==> config.mk <==
export PLATFORM = sky130hd
export DESIGN_NAME = dma_desc_mem_arb
export DESIGN_NICKNAME = d
export VERILOG_FILES = /design/src/rtl/dma_pkg.sv /design/src/rtl/dma_desc_mem_arb.sv
export SDC_FILE = /design/constraint.sdc
export NUM_CORES = 1
export LEC_CHECK = 0
export CELL_PAD_IN_SITES_DETAIL_PLACEMENT = 0
export CELL_PAD_IN_SITES_GLOBAL_PLACEMENT = 1
export CORE_UTILIZATION = 28
export DETAILED_ROUTE_END_ITERATION = 7
export PLACE_DENSITY = 0.84
export SKIP_LAST_GASP = 1
export SYNTH_ARGS = -nofsm -noshare
export SYNTH_HDL_FRONTEND = slang
export SYNTH_SLANG_ARGS = --single-unit
export TNS_END_PERCENT = 30
==> constraint.sdc <==
create_clock -name clk -period 2.1 [get_ports clk]
set_input_delay 0.42 -clock clk [delete_from_list [all_inputs] [get_ports clk]]
set_output_delay 0.42 -clock clk [all_outputs]
set_load 0.05 [all_outputs]
==> src/rtl/dma_pkg.sv <==
// Shared definitions for the DMA descriptor memory arbiter.
// Holds the arbiter FSM state encoding, the bus width constants, the
// read-burst timeout threshold and the registered command payload layout.
package dma_pkg;

    localparam int unsigned ADDR_W                  = 32;
    localparam int unsigned DATA_W                  = 32;
    localparam int unsigned BE_W                    = DATA_W / 8;
    localparam int unsigned BCOUNT_W                = 4;
    localparam int unsigned TMO_W                   = 8;
    localparam int unsigned DESC_ARB_TIMEOUT_CYCLES = 255;

    typedef enum logic [1:0] {
        ST_IDLE    = 2'd0,
        ST_RD_CMD  = 2'd1,
        ST_RD_DATA = 2'd2,
        ST_WR_CMD  = 2'd3
    } arb_state_e;

    // Command captured from the granted requester and held on the master bus
    typedef struct packed {
        logic [ADDR_W-1:0]   addr;
        logic [BCOUNT_W-1:0] bcount;
        logic [DATA_W-1:0]   data;
        logic [BE_W-1:0]     be;
    } mem_cmd_t;

    // A burst count of zero still moves one beat
    function automatic logic [BCOUNT_W-1:0] adj_bcount(input logic [BCOUNT_W-1:0] b);
        return (b == '0) ? BCOUNT_W'(1) : b;
    endfunction

endpackage

==> src/rtl/dma_desc_mem_arb.sv <==
// DMA descriptor memory arbiter.
// Merges descriptor-fetch burst reads and status-update single writes onto one
// Avalon-MM master, one transaction outstanding at a time, round-robin between
// the two requesters (write wins first after reset).
//
// Ports:
//   clk, reset             - clock, synchronous active-low reset
//   fetch_*                - burst read requester (read, bcount, addr in;
//                            waitrequest, rddata, readdatavalid out)
//   upd_*                  - single write requester (wr, data, be, addr in;
//                            wait_req out)
//   m_*                    - Avalon-MM master towards memory
//   err_timeout_o          - one-cycle pulse when a read burst times out
//
// Optional feature: define DMA_DESC_ARB_TIMEOUT_EN to abandon a read burst after
// DESC_ARB_TIMEOUT_CYCLES consecutive cycles without a beat.
module dma_desc_mem_arb
    import dma_pkg::*;
(
    input  logic                clk,
    input  logic                reset,
    input  logic                fetch_read_i,
    input  logic [BCOUNT_W-1:0] fetch_bcount_i,
    input  logic [ADDR_W-1:0]   fetch_addr_i,
    output logic                fetch_waitrequest_o,
    output logic [DATA_W-1:0]   fetch_rddata_o,
    output logic                fetch_readdatavalid_o,
    input  logic                upd_wr_i,
    input  logic [DATA_W-1:0]   upd_data_i,
    input  logic [BE_W-1:0]     upd_be_i,
    input  logic [ADDR_W-1:0]   upd_addr_i,
    output logic                upd_wait_req_o,
    output logic                m_read_o,
    output logic                m_write_o,
    output logic [ADDR_W-1:0]   m_addr_o,
    output logic [BCOUNT_W-1:0] m_bcount_o,
    output logic [DATA_W-1:0]   m_wrdata_o,
    output logic [BE_W-1:0]     m_be_o,
    input  logic                m_waitrequest_i,
    input  logic [DATA_W-1:0]   m_rddata_i,
    input  logic                m_readdatavalid_i,
    output logic                err_timeout_o
);

    arb_state_e          state, state_d;
    mem_cmd_t            cmd, cmd_d;
    logic [BCOUNT_W-1:0] beat_cnt, beat_cnt_d;
    logic                last_wr, last_wr_d;   // 1: previous grant went to the writer
    logic                grant_wr;
    logic [BCOUNT_W-1:0] fetch_bcount_adj;

`ifdef DMA_DESC_ARB_TIMEOUT_EN
    logic [TMO_W-1:0]    tmo_cnt, tmo_cnt_d;
    logic                err_d;
`endif

    assign fetch_bcount_adj = adj_bcount(fetch_bcount_i);

    // Next-state, grant and command capture
    always_comb begin
        state_d    = state;
        cmd_d      = cmd;
        beat_cnt_d = beat_cnt;
        last_wr_d  = last_wr;
        grant_wr   = 1'b0;
`ifdef DMA_DESC_ARB_TIMEOUT_EN
        tmo_cnt_d  = tmo_cnt;
        err_d      = 1'b0;
`endif
        case (state)
            ST_IDLE: begin
                if (fetch_read_i || upd_wr_i) begin
                    // Under contention the requester not served last wins
                    grant_wr = upd_wr_i && (!fetch_read_i || !last_wr);
                    if (grant_wr) begin
                        cmd_d     = '{addr: upd_addr_i, bcount: BCOUNT_W'(1),
                                      data: upd_data_i, be: upd_be_i};
                        last_wr_d = 1'b1;
                        state_d   = ST_WR_CMD;
                    end else begin
                        cmd_d      = '{addr: fetch_addr_i, bcount: fetch_bcount_adj,
                                       data: '0, be: '1};
                        beat_cnt_d = fetch_bcount_adj;
                        last_wr_d  = 1'b0;
                        state_d    = ST_RD_CMD;
                    end
`ifdef DMA_DESC_ARB_TIMEOUT_EN
                    tmo_cnt_d = '0;
`endif
                end
            end
            ST_RD_CMD: begin
                if (!m_waitrequest_i) begin
                    state_d = ST_RD_DATA;
                end
            end
            ST_RD_DATA: begin
                if (m_readdatavalid_i) begin
                    beat_cnt_d = beat_cnt - BCOUNT_W'(1);
                    if (beat_cnt == BCOUNT_W'(1)) begin
                        state_d = ST_IDLE;
                    end
`ifdef DMA_DESC_ARB_TIMEOUT_EN
                    tmo_cnt_d = '0;
                end else if (tmo_cnt == TMO_W'(DESC_ARB_TIMEOUT_CYCLES - 1)) begin
                    // This cycle is the last tolerated idle one: give up on the burst
                    tmo_cnt_d = '0;
                    err_d     = 1'b1;
                    state_d   = ST_IDLE;
                end else begin
                    tmo_cnt_d = tmo_cnt + TMO_W'(1);
`endif
                end
            end
            ST_WR_CMD: begin
                if (!m_waitrequest_i) begin
                    state_d = ST_IDLE;
                end
            end
            default: state_d = ST_IDLE;
        endcase
    end

    // State register
    always_ff @(posedge clk) begin
        if (!reset) begin
            state <= ST_IDLE;
        end else begin
            state <= state_d;
        end
    end

    // Command, beat counter and round-robin pointer
    always_ff @(posedge clk) begin
        if (!reset) begin
            cmd      <= '0;
            beat_cnt <= '0;
            last_wr  <= 1'b0;
        end else begin
            cmd      <= cmd_d;
            beat_cnt <= beat_cnt_d;
            last_wr  <= last_wr_d;
        end
    end

    // Read data returns to the fetch side one cycle later, in or out of a burst
    always_ff @(posedge clk) begin
        if (!reset) begin
            fetch_rddata_o        <= '0;
            fetch_readdatavalid_o <= 1'b0;
        end else begin
            fetch_rddata_o        <= m_rddata_i;
            fetch_readdatavalid_o <= m_readdatavalid_i;
        end
    end

`ifdef DMA_DESC_ARB_TIMEOUT_EN
    // Idle-cycle counter and timeout pulse
    always_ff @(posedge clk) begin
        if (!reset) begin
            tmo_cnt       <= '0;
            err_timeout_o <= 1'b0;
        end else begin
            tmo_cnt       <= tmo_cnt_d;
            err_timeout_o <= err_d;
        end
    end
`else
    assign err_timeout_o = 1'b0;
`endif

    // Master bus driven straight from the state and the held command
    assign m_read_o   = (state == ST_RD_CMD);
    assign m_write_o  = (state == ST_WR_CMD);
    assign m_addr_o   = cmd.addr;
    assign m_bcount_o = cmd.bcount;
    assign m_wrdata_o = cmd.data;
    assign m_be_o     = cmd.be;

    // Requester is released only in the cycle its command is accepted
    assign fetch_waitrequest_o = !((state == ST_RD_CMD) && !m_waitrequest_i);
    assign upd_wait_req_o      = !((state == ST_WR_CMD) && !m_waitrequest_i);

endmodule
==> out/metrics.cfg, run 1 <==
[logic_synthesis]
yosysTopAreaCell=dfxtp_1
syn_nets=514
yosysSeqAreaShare_pct=57.5
synth_area_um2=3900
ys_top_cells_by_area=dfxtp_1 (57%), a222oi_1 (8.2%), nor2_1 (6.9%)
synth-edff-count=0
ys_types=36
syn_inst=370
synth_warnings=0
synth_flop_cell=dfxtp_1
synth.ff_latch_count=112
syn_avg_cell_area_um2=10.5
synthArstFlopShare_pct=0
synth_top_area_share_pct=57.5

[timing]
period_share_pct=93.5
rsz0062_at_grt=no
setup-tns-final_ns=0
slew-limit-headroom_pct=63.1
slew_viol_final=0
holdWs_ns=0.486
tightestPinTransition_ns=0.552
hold_viol_final=0
finClkSkew_ns=0.00633
fmaxAchievable_ghz=0.509
layout_min_cycle_time_ns=1.96
setup_viol=0

[clocking]
clock_tree.root_cell=clkbuf_16
cts.clk_slew.worst_paths_ns=0.07
clock_latency_ns=0.35
cts_buffers=9
h-tree-depth=3
cts_sinks=112
cts_hold_buf=0
cts_tree=yes
cts_buffer_depth=2

[layout]
nNetsFinal=751
antenna_cells=0
area_growth_pct=75.6
drive_gt1_share_pct=6.55

[power]
p_per_area_nw_per_um2=859
ir_drop_v=0.000392
power.total_uw=5890
p_leak_uw=0.00257

[floorplanning]
die_area_um2=14400
die_h_um=120
rows=42
io_pins=252
initial_core_util_pct=29.1
core_area_um2=13400
die_w_um=120

[worst_setup_path]
worst-path-stages=1
worstPathArrival_ns=1.54
required_ns=1.68
crit_type=register to output pin
critPathLaunchType=register
reg2reg_depth=4
critical_path.cell_chain=clkdlybuf4s50_1
worstSetupEndpointType=output pin
crit_buf_inv=1
crit_path_top_delay_cell=clkdlybuf4s50_1
crit_family=buffers and inverters
slowest_delay_ns=0.83
cp_max_fo=2

[global_route]
overflow=0
grt_pass1_vias=3907
grt_first_pass_wirelength_mm=19.4
grt_usage_pct=17.3
antenna_found_initial=0
grt_start_max_net_pins=44

[routing]
drc=0
firstDrtPassIters=6
drtAntennaViolNets=0
viasPerCell=4.85
wirelength_mm=12.5
wl_per_cell_um=15.9
drt_iter0_drc=339
dr_total_vias=3814

[status]
status=finished clean

[flow_run]
maxCapViolCount=0

[placement]
dp_hpwl_mm=9.01
io_buffers=250
place_congestion=0.744

[worst_hold_path]
min_path_type=register to register
holdPathStages=2

[kinds of logic (layout without fill, tap and decap cells)]
kind of cell               after synthesis  in the layout  share of synthesized area (%)
and+or+nand+nor                        126            126                           15.8
buffers and inverters                   38            279                           6.10
adders and majority gates                2              2                          0.642
DFF                                    112            112                           57.5
other                                    1              1                         0.0962
AOI/OAI and AO/OA                       91             91                           19.9
[cell usage in the layout, fill, tap and decap left out, types with 6 or more instances in the layout]
cell type / n
nand2_1: 6
a222oi_1: 32
buf_12: 6
and2_1: 34
clkbuf_16: 9
a21oi_1: 8
buf_4: 7
a22oi_1: 35
dfxtp_1: 111
nor2_1: 72
clkdlybuf4s50_1: 246
[area by class of cell]
class,instances,area (um^2)
clock buffer,11,243
clock inverter,4,53.8
fill,1211,6550
inverter,5,18.8
multi-input combinational,220,1430
sequential,112,2240
tap,176,220
timing repair buffer,259,2640
[report_power, final]
part / internal [uW] / switching, uW
clock: 957 / 776
sequential: 2300 / 107
combinational: 742 / 1000
[metal layers]
| layer | GRT usage, % | part of all wire, % | up-vias |
|---|---|---|---|
| li1 | - | - | 1806 |
| met1 | 18.6 | 39 | 1797 |
| met2 | 30.9 | 50 | 185 |
| met3 | 4.94 | 8.4 | 26 |
| met4 | 8.36 | 2.7 | 0 |
| met5 | 0 | 0 | - |
[cells in the mapped netlist (all sizes together) (3+ instances only)]
| master | instances |
|---|---|
| nor2 | 73 |
| clkbuf | 17 |
| a21oi | 8 |
| a22oi | 35 |
| or3 | 3 |
| nand2 | 6 |
| a222oi | 32 |
| buf | 16 |
| inv | 5 |
| dfxtp | 112 |
| o221a | 5 |
| o21ai | 3 |
| nor2b | 3 |
| and2 | 34 |
[per-stage QoR]
step,std cells,worst slack [ns],utilization [%],area [um^2]
floorplan,370,0.485,-,3900
global placement,772,0.0658,48.9,6550
detailed placement,772,0.0440,48.9,6550
CTS,787,0.0500,51.1,6850
global route,787,0.0767,51.1,6850
finish,787,0.136,51.1,6850
[repair_timing]
action / 4_1_cts / 5_1_grt
resized for setup: 0 / 1
endpoints found under the setup margin: 0 / 1
setup buffers: 0 / 0
[sequential cells by signal, indices dropped and copies added (netlist names)]
register and cells:
beat_cnt 4, fetch_rddata_o 32, fetch_readdatavalid_o 1, last_wr 1
m_addr_o 32, m_bcount_o 4, m_be_o 4, m_wrdata_o 32
state 2
[worst paths after layout]
kind	start	endpoint	slack [ns]
hold / removal	beat_cnt[1]$_SDFFE_PN0P_	beat_cnt[1]$_SDFFE_PN0P_	0.49
setup reg to reg	state[1]$_SDFFE_PN0P_	beat_cnt[0]$_SDFFE_PN0P_	0.44
setup / recovery	m_wrdata_o[30]$_SDFFE_PN0P_	m_wrdata_o[30]	0.14
hold reg to reg	beat_cnt[1]$_SDFFE_PN0P_	beat_cnt[1]$_SDFFE_PN0P_	0.49
Note: power is estimated with default switching activity, not from simulation.
==> inputs of run 2 (changes only) <==
--- a/config.mk
+++ b/config.mk
@@ -5,6 +5,7 @@
 export SDC_FILE = /design/constraint.sdc
 export NUM_CORES = 1
 export LEC_CHECK = 0
+export ABC_CLOCK_PERIOD_IN_PS = 2100
 export CELL_PAD_IN_SITES_DETAIL_PLACEMENT = 0
 export CELL_PAD_IN_SITES_GLOBAL_PLACEMENT = 1
 export CORE_UTILIZATION = 28
==> results of run 2 <==
The final DEF is identical to that of run 1; final timing and power are the same.
